File: src/rtl/mouse_packet_tracker_if.sv
// -----------------------------------------------------------------------------
// mouse_packet_tracker_if
// Groups the byte-receiver handshake and the tracker result bus.
//
// Handshake: BYTE_READY is a one-cycle valid strobe with no ready back-pressure
// on the byte itself; BYTE_READ/BYTE_ERROR_CODE are meaningful only in a cycle
// where BYTE_READY is high. READ_ENABLE is the level permit returned to the
// receiver. PACKET_VALID / PACKET_ERROR are one-cycle result strobes and are
// mutually exclusive.
//
// Signals:
//   ENABLE           tracking enable (to tracker)
//   BYTE_READ[7:0]   received byte (to tracker)
//   BYTE_ERROR_CODE  bit0 parity error, bit1 stop-bit error (to tracker)
//   BYTE_READY       byte strobe (to tracker)
//   READ_ENABLE      capture permit (from tracker)
//   MOUSE_X[8:0]     pointer X (from tracker)
//   MOUSE_Y[7:0]     pointer Y (from tracker)
//   MOUSE_STATUS     byte0 of last good packet (from tracker)
//   MOUSE_DX         raw byte1 of last good packet (from tracker)
//   MOUSE_DY         raw byte2 of last good packet (from tracker)
//   PACKET_VALID     position updated strobe (from tracker)
//   PACKET_ERROR     packet dropped strobe (from tracker)
//   STATE[1:0]       FSM state for debug (from tracker)
// -----------------------------------------------------------------------------
interface mouse_packet_tracker_if;
   logic       ENABLE;
   logic [7:0] BYTE_READ;
   logic [1:0] BYTE_ERROR_CODE;
   logic       BYTE_READY;
   logic       READ_ENABLE;
   logic [8:0] MOUSE_X;
   logic [7:0] MOUSE_Y;
   logic [7:0] MOUSE_STATUS;
   logic [7:0] MOUSE_DX;
   logic [7:0] MOUSE_DY;
   logic       PACKET_VALID;
   logic       PACKET_ERROR;
   logic [1:0] STATE;

   // Byte source / consumer of results
   modport master (
      output ENABLE, BYTE_READ, BYTE_ERROR_CODE, BYTE_READY,
      input  READ_ENABLE, MOUSE_X, MOUSE_Y, MOUSE_STATUS, MOUSE_DX, MOUSE_DY,
             PACKET_VALID, PACKET_ERROR, STATE
   );

   // Tracker side
   modport slave (
      input  ENABLE, BYTE_READ, BYTE_ERROR_CODE, BYTE_READY,
      output READ_ENABLE, MOUSE_X, MOUSE_Y, MOUSE_STATUS, MOUSE_DX, MOUSE_DY,
             PACKET_VALID, PACKET_ERROR, STATE
   );
endinterface

File: src/rtl/mouse_packet_tracker.sv
// -----------------------------------------------------------------------------
// mouse_packet_tracker
// Assembles 3-byte PS/2 mouse packets (status, dx, dy) and integrates the
// movement into a clamped screen position.
//
// Ports:
//   CLK    single clock, rising edge
//   RESET  synchronous, active-high
//   bus    mouse_packet_tracker_if.slave (byte input, position/status output)
// -----------------------------------------------------------------------------
module mouse_packet_tracker #(
   parameter int X_MAX   = 159,
   parameter int Y_MAX   = 119,
   parameter int X_INIT  = 80,
   parameter int Y_INIT  = 60,
   parameter int TIMEOUT = 100000
) (
   input logic                  CLK,
   input logic                  RESET,
   mouse_packet_tracker_if.slave bus
);

   typedef enum logic [1:0] {
      WAIT_B0 = 2'd0,
      WAIT_B1 = 2'd1,
      WAIT_B2 = 2'd2,
      UPDATE  = 2'd3
   } state_t;

   localparam int CW = $clog2(TIMEOUT + 1);
   localparam logic [CW-1:0]      TIMEOUT_C = CW'(TIMEOUT);
   localparam logic signed [10:0] X_MAX_S   = 11'(X_MAX);
   localparam logic signed [10:0] Y_MAX_S   = 11'(Y_MAX);

   state_t        state;
   logic [CW-1:0] idle_cnt;
   logic          read_en;
   logic [8:0]    pos_x;
   logic [7:0]    pos_y;
   logic [7:0]    out_status;
   logic [7:0]    out_dx;
   logic [7:0]    out_dy;
   logic          pkt_valid;
   logic          pkt_error;

   // Bytes of the packet being assembled; kept apart from the published
   // outputs so a dropped packet leaves those untouched.
   logic [7:0]    status_q;
   logic [7:0]    dx_q;
   logic [7:0]    dy_q;

   logic          byte_ok;
   logic [8:0]    dx9;
   logic [8:0]    dy9;
   logic signed [10:0] sum_x;
   logic signed [10:0] sum_y;
   logic [8:0]    next_x;
   logic [7:0]    next_y;

   assign byte_ok = bus.BYTE_READY && (bus.BYTE_ERROR_CODE == 2'b00);

   // Movement is 9-bit two's complement (sign bit lives in the status byte);
   // an overflow flag zeroes that axis. Sums are done 11-bit signed so the
   // clamp sees true out-of-range values rather than wrapped ones.
   always_comb begin
      dx9    = status_q[6] ? 9'd0 : {status_q[4], dx_q};
      dy9    = status_q[7] ? 9'd0 : {status_q[5], dy_q};
      sum_x  = $signed({2'b00, pos_x}) + $signed({{2{dx9[8]}}, dx9});
      sum_y  = $signed({3'b000, pos_y}) - $signed({{2{dy9[8]}}, dy9});
      next_x = sum_x[8:0];
      next_y = sum_y[7:0];
      if (sum_x < 0)            next_x = 9'd0;
      else if (sum_x > X_MAX_S) next_x = X_MAX_S[8:0];
      if (sum_y < 0)            next_y = 8'd0;
      else if (sum_y > Y_MAX_S) next_y = Y_MAX_S[7:0];
   end

   always_ff @(posedge CLK) begin
      if (RESET) begin
         state      <= WAIT_B0;
         idle_cnt   <= '0;
         read_en    <= 1'b0;
         pos_x      <= 9'(X_INIT);
         pos_y      <= 8'(Y_INIT);
         out_status <= 8'd0;
         out_dx     <= 8'd0;
         out_dy     <= 8'd0;
         pkt_valid  <= 1'b0;
         pkt_error  <= 1'b0;
         status_q   <= 8'd0;
         dx_q       <= 8'd0;
         dy_q       <= 8'd0;
      end else begin
         read_en   <= bus.ENABLE;
         pkt_valid <= 1'b0;
         pkt_error <= 1'b0;
         if (!bus.ENABLE) begin
            // Silent drop of any partial packet; bytes ignored.
            state    <= WAIT_B0;
            idle_cnt <= '0;
         end else begin
            case (state)
               WAIT_B0: begin
                  idle_cnt <= '0;
                  // Only a clean byte with the always-one bit 3 can start a
                  // packet; anything else is discarded to resynchronise.
                  if (byte_ok && bus.BYTE_READ[3]) begin
                     status_q <= bus.BYTE_READ;
                     state    <= WAIT_B1;
                  end
               end
               WAIT_B1, WAIT_B2: begin
                  // A byte in the timeout cycle takes precedence.
                  if (bus.BYTE_READY) begin
                     idle_cnt <= '0;
                     if (!byte_ok) begin
                        pkt_error <= 1'b1;
                        state     <= WAIT_B0;
                     end else if (state == WAIT_B1) begin
                        dx_q  <= bus.BYTE_READ;
                        state <= WAIT_B2;
                     end else begin
                        dy_q  <= bus.BYTE_READ;
                        state <= UPDATE;
                     end
                  end else if (idle_cnt == TIMEOUT_C) begin
                     idle_cnt  <= '0;
                     pkt_error <= 1'b1;
                     state     <= WAIT_B0;
                  end else begin
                     idle_cnt <= idle_cnt + CW'(1);
                  end
               end
               UPDATE: begin
                  pos_x      <= next_x;
                  pos_y      <= next_y;
                  out_status <= status_q;
                  out_dx     <= dx_q;
                  out_dy     <= dy_q;
                  pkt_valid  <= 1'b1;
                  idle_cnt   <= '0;
                  state      <= WAIT_B0;
               end
               default: begin
                  state    <= WAIT_B0;
                  idle_cnt <= '0;
               end
            endcase
         end
      end
   end

   assign bus.READ_ENABLE  = read_en;
   assign bus.MOUSE_X      = pos_x;
   assign bus.MOUSE_Y      = pos_y;
   assign bus.MOUSE_STATUS = out_status;
   assign bus.MOUSE_DX     = out_dx;
   assign bus.MOUSE_DY     = out_dy;
   assign bus.PACKET_VALID = pkt_valid;
   assign bus.PACKET_ERROR = pkt_error;
   assign bus.STATE        = state;

endmodule

File: src/flat_wrapper.sv
// flat-port wrapper written by rule: the top's interface ports become plain ports
module mouse_packet_tracker_flat 
#(
   parameter int X_MAX   = 159,
   parameter int Y_MAX   = 119,
   parameter int X_INIT  = 80,
   parameter int Y_INIT  = 60,
   parameter int TIMEOUT = 100000
)
  (CLK, RESET, bus_ENABLE, bus_BYTE_READ, bus_BYTE_ERROR_CODE, bus_BYTE_READY, bus_READ_ENABLE, bus_MOUSE_X, bus_MOUSE_Y, bus_MOUSE_STATUS, bus_MOUSE_DX, bus_MOUSE_DY, bus_PACKET_VALID, bus_PACKET_ERROR, bus_STATE);
  mouse_packet_tracker_if bus_i ();
  input logic CLK;
  input logic RESET;
  input wire logic [$bits(bus_i.ENABLE)-1:0] bus_ENABLE;
  input wire logic [$bits(bus_i.BYTE_READ)-1:0] bus_BYTE_READ;
  input wire logic [$bits(bus_i.BYTE_ERROR_CODE)-1:0] bus_BYTE_ERROR_CODE;
  input wire logic [$bits(bus_i.BYTE_READY)-1:0] bus_BYTE_READY;
  output wire logic [$bits(bus_i.READ_ENABLE)-1:0] bus_READ_ENABLE;
  output wire logic [$bits(bus_i.MOUSE_X)-1:0] bus_MOUSE_X;
  output wire logic [$bits(bus_i.MOUSE_Y)-1:0] bus_MOUSE_Y;
  output wire logic [$bits(bus_i.MOUSE_STATUS)-1:0] bus_MOUSE_STATUS;
  output wire logic [$bits(bus_i.MOUSE_DX)-1:0] bus_MOUSE_DX;
  output wire logic [$bits(bus_i.MOUSE_DY)-1:0] bus_MOUSE_DY;
  output wire logic [$bits(bus_i.PACKET_VALID)-1:0] bus_PACKET_VALID;
  output wire logic [$bits(bus_i.PACKET_ERROR)-1:0] bus_PACKET_ERROR;
  output wire logic [$bits(bus_i.STATE)-1:0] bus_STATE;
  assign bus_i.ENABLE = bus_ENABLE;
  assign bus_i.BYTE_READ = bus_BYTE_READ;
  assign bus_i.BYTE_ERROR_CODE = bus_BYTE_ERROR_CODE;
  assign bus_i.BYTE_READY = bus_BYTE_READY;
  assign bus_READ_ENABLE = bus_i.READ_ENABLE;
  assign bus_MOUSE_X = bus_i.MOUSE_X;
  assign bus_MOUSE_Y = bus_i.MOUSE_Y;
  assign bus_MOUSE_STATUS = bus_i.MOUSE_STATUS;
  assign bus_MOUSE_DX = bus_i.MOUSE_DX;
  assign bus_MOUSE_DY = bus_i.MOUSE_DY;
  assign bus_PACKET_VALID = bus_i.PACKET_VALID;
  assign bus_PACKET_ERROR = bus_i.PACKET_ERROR;
  assign bus_STATE = bus_i.STATE;
  mouse_packet_tracker #(.X_MAX(X_MAX), .Y_MAX(Y_MAX), .X_INIT(X_INIT), .Y_INIT(Y_INIT), .TIMEOUT(TIMEOUT)) u_core (.CLK(CLK), .RESET(RESET), .bus(bus_i));
endmodule
File: config.mk
export PLATFORM = sky130hd
export DESIGN_NAME = mouse_packet_tracker_flat
export DESIGN_NICKNAME = d
export VERILOG_FILES = /design/src/rtl/mouse_packet_tracker_if.sv /design/src/rtl/mouse_packet_tracker.sv /design/src/flat_wrapper.sv
export SDC_FILE = /design/constraint.sdc
export NUM_CORES = 1
export LEC_CHECK = 0
export CAP_MARGIN = 5
export CORE_MARGIN = 5
export CORE_UTILIZATION = 45
export DETAILED_ROUTE_END_ITERATION = 16
export HOLD_SLACK_MARGIN = 0.15
export MAX_ROUTING_LAYER = met4
export PLACE_DENSITY = 0.67
export SLEW_MARGIN = 10
export SYNTH_ARGS = -nofsm -noshare
export SYNTH_HDL_FRONTEND = slang
export SYNTH_SLANG_ARGS = --single-unit
export TNS_END_PERCENT = 10
File: constraint.sdc
create_clock -name CLK -period 5.3 [get_ports CLK]
set_input_delay 1.06 -clock CLK [delete_from_list [all_inputs] [get_ports CLK]]
set_output_delay 1.06 -clock CLK [all_outputs]
set_load 0.02 [all_outputs]
==> reports/metrics.yaml, run 1 <==
status:
  status: "finished clean"
floorplan:
  die_x_um: 110
  start_util_pct: 46.1
  fp.dieArea_um2: 12100
  rows: 36
  core_area_um2: 9730
  ios: 60
  die_h_um: 110
placed_design:
  hpwl_um: 8020
  place.gp.congestion: 0.919
  pre_cts_ws_ns: 2.18
  dpl-instance-area_um2: 5170
  numPlacedInstances: 697
  port-buffer-count: 59
cells_and_area:
  area_growth_pct: 19.1
  final_nets: 617
  stdcell_area_um2: 5340
  layout-drive-gt1-share_pct: 6.04
  nFillCells: 956
  finalNonFillerCells: 712
  antenna_cells: 0
  post-route-util_pct: 54.9
yosys:
  synth_area_leaders: "dfxtp_1 39%, ha_1 7.3%, nand2_1 6.2%"
  yosysTopAreaCell: "dfxtp_1"
  synth_edf_count: 0
  syn_area_per_cell_um2: 8.55
  yosysWarnings: 0
  synth_cell_type_count: 66
  ys_seq_area_share_pct: 38.9
  syn-instance-count: 524
  synth_most_common_cell: "dfxtp_1"
  synth_nets: 566
  synth_top_area_share_pct: 38.9
  synth_area_um2: 4480
  async_flop_share_pct: 0
  synth_seq_cells: 87
  synthTopCellsByCount: "87 x dfxtp_1, 74 x nand2_1, 58 x nor2_1"
  synth_flop_cell: "dfxtp_1"
cts:
  cts_resized: 0
  root_buffer: "clkbuf_8"
  cts_tree: "yes"
  postCtsSetupBuffers: 0
  clock_sinks: 87
  hold_buffers: 0
  clkLatencyLatePin_ns: 0.35
  clk_path_buf_depth: 2
  h-tree-depth: 3
  path_clk_slew_ns: 0.08
  cts_buffers: 9
critical_path:
  worstPathRequired_ns: 5.51
  critPathMaxFanout: 11
  timing.rr.start: "u_core.status_q[7]"
  cp-start-kind: "register"
  r2r_cells: 10
  end_kind: "register"
  startpoint: "u_core.status_q[7]"
  crit_arrival_ns: 3.22
  crit_type: "register to register"
sta:
  tightest_slew_ns: 0.955
  skew_ns: 0.0138
  fmax_mhz: 332
  slew_headroom_pct: 36.3
  fin_ws_ns: 2.29
  period_share_pct: 56.9
  rsz0062_at_grt: "no"
  fin_crit_ns: 3.01
  whs_ns: 0.458
  hold_viol_final: 0
  slew_violations: 0
  finalSetupTns_ns: 0
  setup-violations-final: 0
route:
  drt.antenna.violating_nets: 0
  drcViolationCount: 0
  vias_per_cell: 5.41
  wl_per_cell_um: 15.1
  vias: 3855
  drt_iter0_drc: 148
  drt-total-wl_um: 10700
  dr.pass1.iters: 4
power:
  leakagePower_nw: 2.07
  powerDensity_nw_per_um2: 208
  finalPower_mw: 1.11
  ir_drop_mv: 0.128
grt:
  grt_max_degree: 46
  grt_pass1_wl_um: 17700
  antenna_found_initial: 0
  grt_use_total_pct: 18.9
  grt_pass1_vias: 3762
  overflow: 0
hold_path:
  worstHoldStart: "u_core.status_q[1]"
  hold_depth: 2
  hp-class: "register to register"
job:
  maxCapViolCount: 0
-- routing by layer --
layer | routed length (um) | vias up | global-route usage, %
met1 | 4760 | 1821 | 23.4
met4 | 281 | 0 | 6.59
met5 | 0 | - | -
li1 | - | 1923 | -
met2 | 5250 | 86 | 30.9
met3 | 450 | 25 | 3.58
-- critical path, cell delays in order (launching register included) --
cell and delay [ns]:
dfxtp_1 0.41, nor2b_1 0.23, ha_1 0.20, inv_1 0.05
fa_1 0.39, a21oi_1 0.30, nor3b_1 0.09, mux2_2 0.26
a311o_1 0.36, a211oi_2 0.43, a221oi_1 0.14
-- layout by cell type, fill, tap and decap left out, types with 14 or more instances in the layout --
cell type,n
nor2_1,58
o21ai_0,14
mux2i_1,24
ha_1,26
inv_1,19
a21oi_1,39
dfxtp_1,87
clkdlybuf4s50_1,58
nand2_1,74
-- worst paths after layout --
| path | end | slack [ns] |
|---|---|---|
| max reg2reg | u_core.bus.MOUSE_Y[1] | 2.29 |
| min reg2reg | u_core.bus.MOUSE_STATUS[1] | 0.46 |
| max | u_core.bus.MOUSE_Y[1] | 2.29 |
| min | u_core.bus.MOUSE_STATUS[1] | 0.46 |
-- layout make-up --
cell class / count / area [um2] / share of cell area (%)
tap: 133 / 166 / 3.12
clock inverter: 6 / 46.3 / 0.867
clock buffer: 9 / 124 / 2.32
multi-input combinational: 397 / 2590 / 48.5
inverter: 19 / 71.3 / 1.34
sequential: 87 / 1740 / 32.6
timing repair buffer: 61 / 601 / 11.3
-- state kept, by name (all words and copies together) (netlist names) --
name                     count
u_core.bus.MOUSE_DX          8
u_core.bus.MOUSE_DY          8
u_core.bus.MOUSE_STATUS      8
u_core.bus.MOUSE_X           9
u_core.bus.MOUSE_Y           8
u_core.bus.PACKET_ERROR      1
u_core.bus.PACKET_VALID      1
u_core.bus.READ_ENABLE       1
u_core.bus.STATE             2
u_core.dx_q                  8
u_core.dy_q                  8
u_core.idle_cnt             17
u_core.status_q              8
-- cell families (layout without fill, tap and decap cells) --
group | count (synthesis) | count (layout) | share of synthesized area, %
AO/OA/AOI/OAI | 109 | 109 | 16.8
adder cells (fa/ha/maj) | 28 | 28 | 8.15
buffers and inverters | 40 | 95 | 3.38
flip-flops | 87 | 87 | 38.9
multiplexers | 25 | 25 | 5.61
AND/OR/NAND/NOR | 211 | 211 | 22.5
XOR/XNOR | 24 | 24 | 4.69
-- report_power, final --
part | switching, mW | internal, mW | total (mW)
Sequential | 0.00145 | 0.655 | 0.656
Combinational | 0.0222 | 0.0151 | 0.0373
Clock | 0.244 | 0.171 | 0.416
(Power assumes the default switching activity.)
==> run 2, diff against run 1 <==
--- a/config.mk
+++ b/config.mk
@@ -11,7 +11,7 @@
 export DETAILED_ROUTE_END_ITERATION = 16
 export HOLD_SLACK_MARGIN = 0.15
 export MAX_ROUTING_LAYER = met4
-export PLACE_DENSITY = 0.67
+export PLACE_DENSITY = 0.7
 export SLEW_MARGIN = 10
 export SYNTH_ARGS = -nofsm -noshare
 export SYNTH_HDL_FRONTEND = slang
==> constraint.sdc (replaced) <==
create_clock -name CLK -period 2.65 [get_ports CLK]
set_input_delay 0.53 -clock CLK [delete_from_list [all_inputs] [get_ports CLK]]
set_output_delay 0.53 -clock CLK [all_outputs]
set_load 0.02 [all_outputs]
==> reports/metrics.yaml, run 2 (synthesis results as in run 1) <==
cells_and_area:
  largest-register: "u_core.idle_cnt"
  seqCellArea_um2: 1740
  area_growth_pct: 24.7
  layout-drive-gt1-share_pct: 11.1
  multi_input_area_um2: 2690
  stdcell_area_um2: 5590
  final_nets: 634
  nFillCells: 892
  final_common_cell: "dfxtp_1"
  most-common-layout-cells: "87 x dfxtp_1, 74 x nand2_1, 58 x nor2_1, 58 x clkdlybuf4s50_1, 37 x a21oi_1"
  largest_register_ffs: 17
  antenna_cells: 0
cts:
  root_buffer: "clkbuf_8"
  cts_buffers: 9
  clkLatencyLatePin_ns: 0.36
  h-tree-depth: 3
  hold_buffers: 0
  clk_path_buf_depth: 2
  path_clk_slew_ns: 0.09
  clock_sinks: 87
  cts_tree: "yes"
sta:
  fmax_mhz: 391
  rsz0062_at_grt: "yes"
  slew_violations: 0
  tightest_slew_ns: 0.595
  fin_crit_ns: 2.56
  skew_ns: 0.00942
  period_share_pct: 96.6
  hold_viol_final: 0
  slew_headroom_pct: 60.0
  whs_ns: 0.457
  setup-violations-final: 0
placed_design:
  hpwl_um: 8250
  dpl-instance-area_um2: 5280
  port-buffer-count: 59
  place.gp.congestion: 0.907
critical_path:
  crit_chain: "buf_4 > nor2b_4 > ha_1 > a211o_1 > and2_4 > o31a_1 > a311oi_4 > nor3_2 > a221o_1"
  critPathMaxFanout: 4
  crit_type: "register to register"
  path_buf_inv: 1
  worstPathRequired_ns: 2.90
  end_kind: "register"
  cpPeakStageDelay_ns: 0.35
  cp-start-kind: "register"
  crit_slowest_cell: "a311oi_4"
  crit_arrival_ns: 2.81
  cp_top_family: "compound AO/OA/AOI/OAI gates"
floorplan:
  die_x_um: 110
  rows: 36
  ios: 60
  die_h_um: 110
  core_area_um2: 9730
  fp.dieArea_um2: 12100
  start_util_pct: 46.1
grt:
  grt_pass1_vias: 3769
  grt_max_degree: 38
  grt_pass1_wl_um: 18100
  grt_use_total_pct: 19.3
  overflow: 0
  antenna_found_initial: 0
power:
  finalPower_mw: 2.33
  powerDensity_nw_per_um2: 416
  ir_drop_mv: 0.258
  leakagePower_nw: 2.17
status:
  status: "finished clean"
route:
  vias: 3943
  wl_per_cell_um: 15.2
  vias_per_cell: 5.41
  drt.antenna.violating_nets: 0
  drt_iter0_drc: 138
  drt-total-wl_um: 11100
  drcViolationCount: 0
  dr.pass1.iters: 4
hold_path:
  hp-class: "register to register"
job:
  maxCapViolCount: 0
## run 2: cell type report
| class | instances | share of cell area, % |
|---|---|---|
| multi-input combinational | 397 | 48.1 |
| inverter | 19 | 1.28 |
| tap | 133 | 2.98 |
| timing repair buffer | 78 | 13.0 |
| clock inverter | 6 | 1.25 |
| sequential | 87 | 31.2 |
| clock buffer | 9 | 2.22 |
## run 2: routing by layer
metal	global-route usage (%)	vias to the layer above	part of all wire (%)
li1	-	1970	-
met1	24.2	1861	44
met2	31.7	92	50
met3	3.17	20	4.2
met4	6.23	0	1.8
met5	-	-	0
## run 2: tightest hold or removal path, delay by kind of cell, from the launching register on
| kind | cells | cell delay [ns] |
|---|---|---|
| DFF | 1 | 0.32 |
| and+or+nand+nor | 1 | 0.05 |
| AOI/OAI and AO/OA | 1 | 0.05 |
## run 2: final timing paths
| path | start | end | slack, ns | depth (start not counted) |
|---|---|---|---|---|
| worst max-delay path | u_core.status_q[6] | u_core.bus.MOUSE_X[6] | 0.09 | 9 |
| worst min-delay path | u_core.bus.MOUSE_STATUS[7] | u_core.bus.MOUSE_STATUS[7] | 0.46 | 2 |
| worst max register to register | u_core.status_q[6] | u_core.bus.MOUSE_X[6] | 0.09 | 9 |
| worst min register to register | u_core.bus.MOUSE_STATUS[7] | u_core.bus.MOUSE_STATUS[7] | 0.46 | 2 |
## run 2: what timing repair did
item,4_1_cts,5_1_grt
endpoints found under the setup margin,6,14
buffers inserted,0,2
resized for setup,3,22
pin swaps,0,5
## run 2: power by group
group / internal (mW) / total (mW) / switching [mW]
logic: 0.0342 / 0.0818 / 0.0477
registers: 1.31 / 1.31 / 0.00218
clock network: 0.437 / 0.933 / 0.496
## run 2: metrics by stage
step,worst slack [ns],setup TNS [ns],util (%),cells
after global routing,-0.0170,-0.0401,57.4,729
after detailed placement,-0.0312,-0.153,54.3,712
after floorplan,0.0428,0,-,524
after CTS,0.00931,0,56.5,727
final,0.0897,0,57.4,729
after global placement,0.0821,0,54.3,712
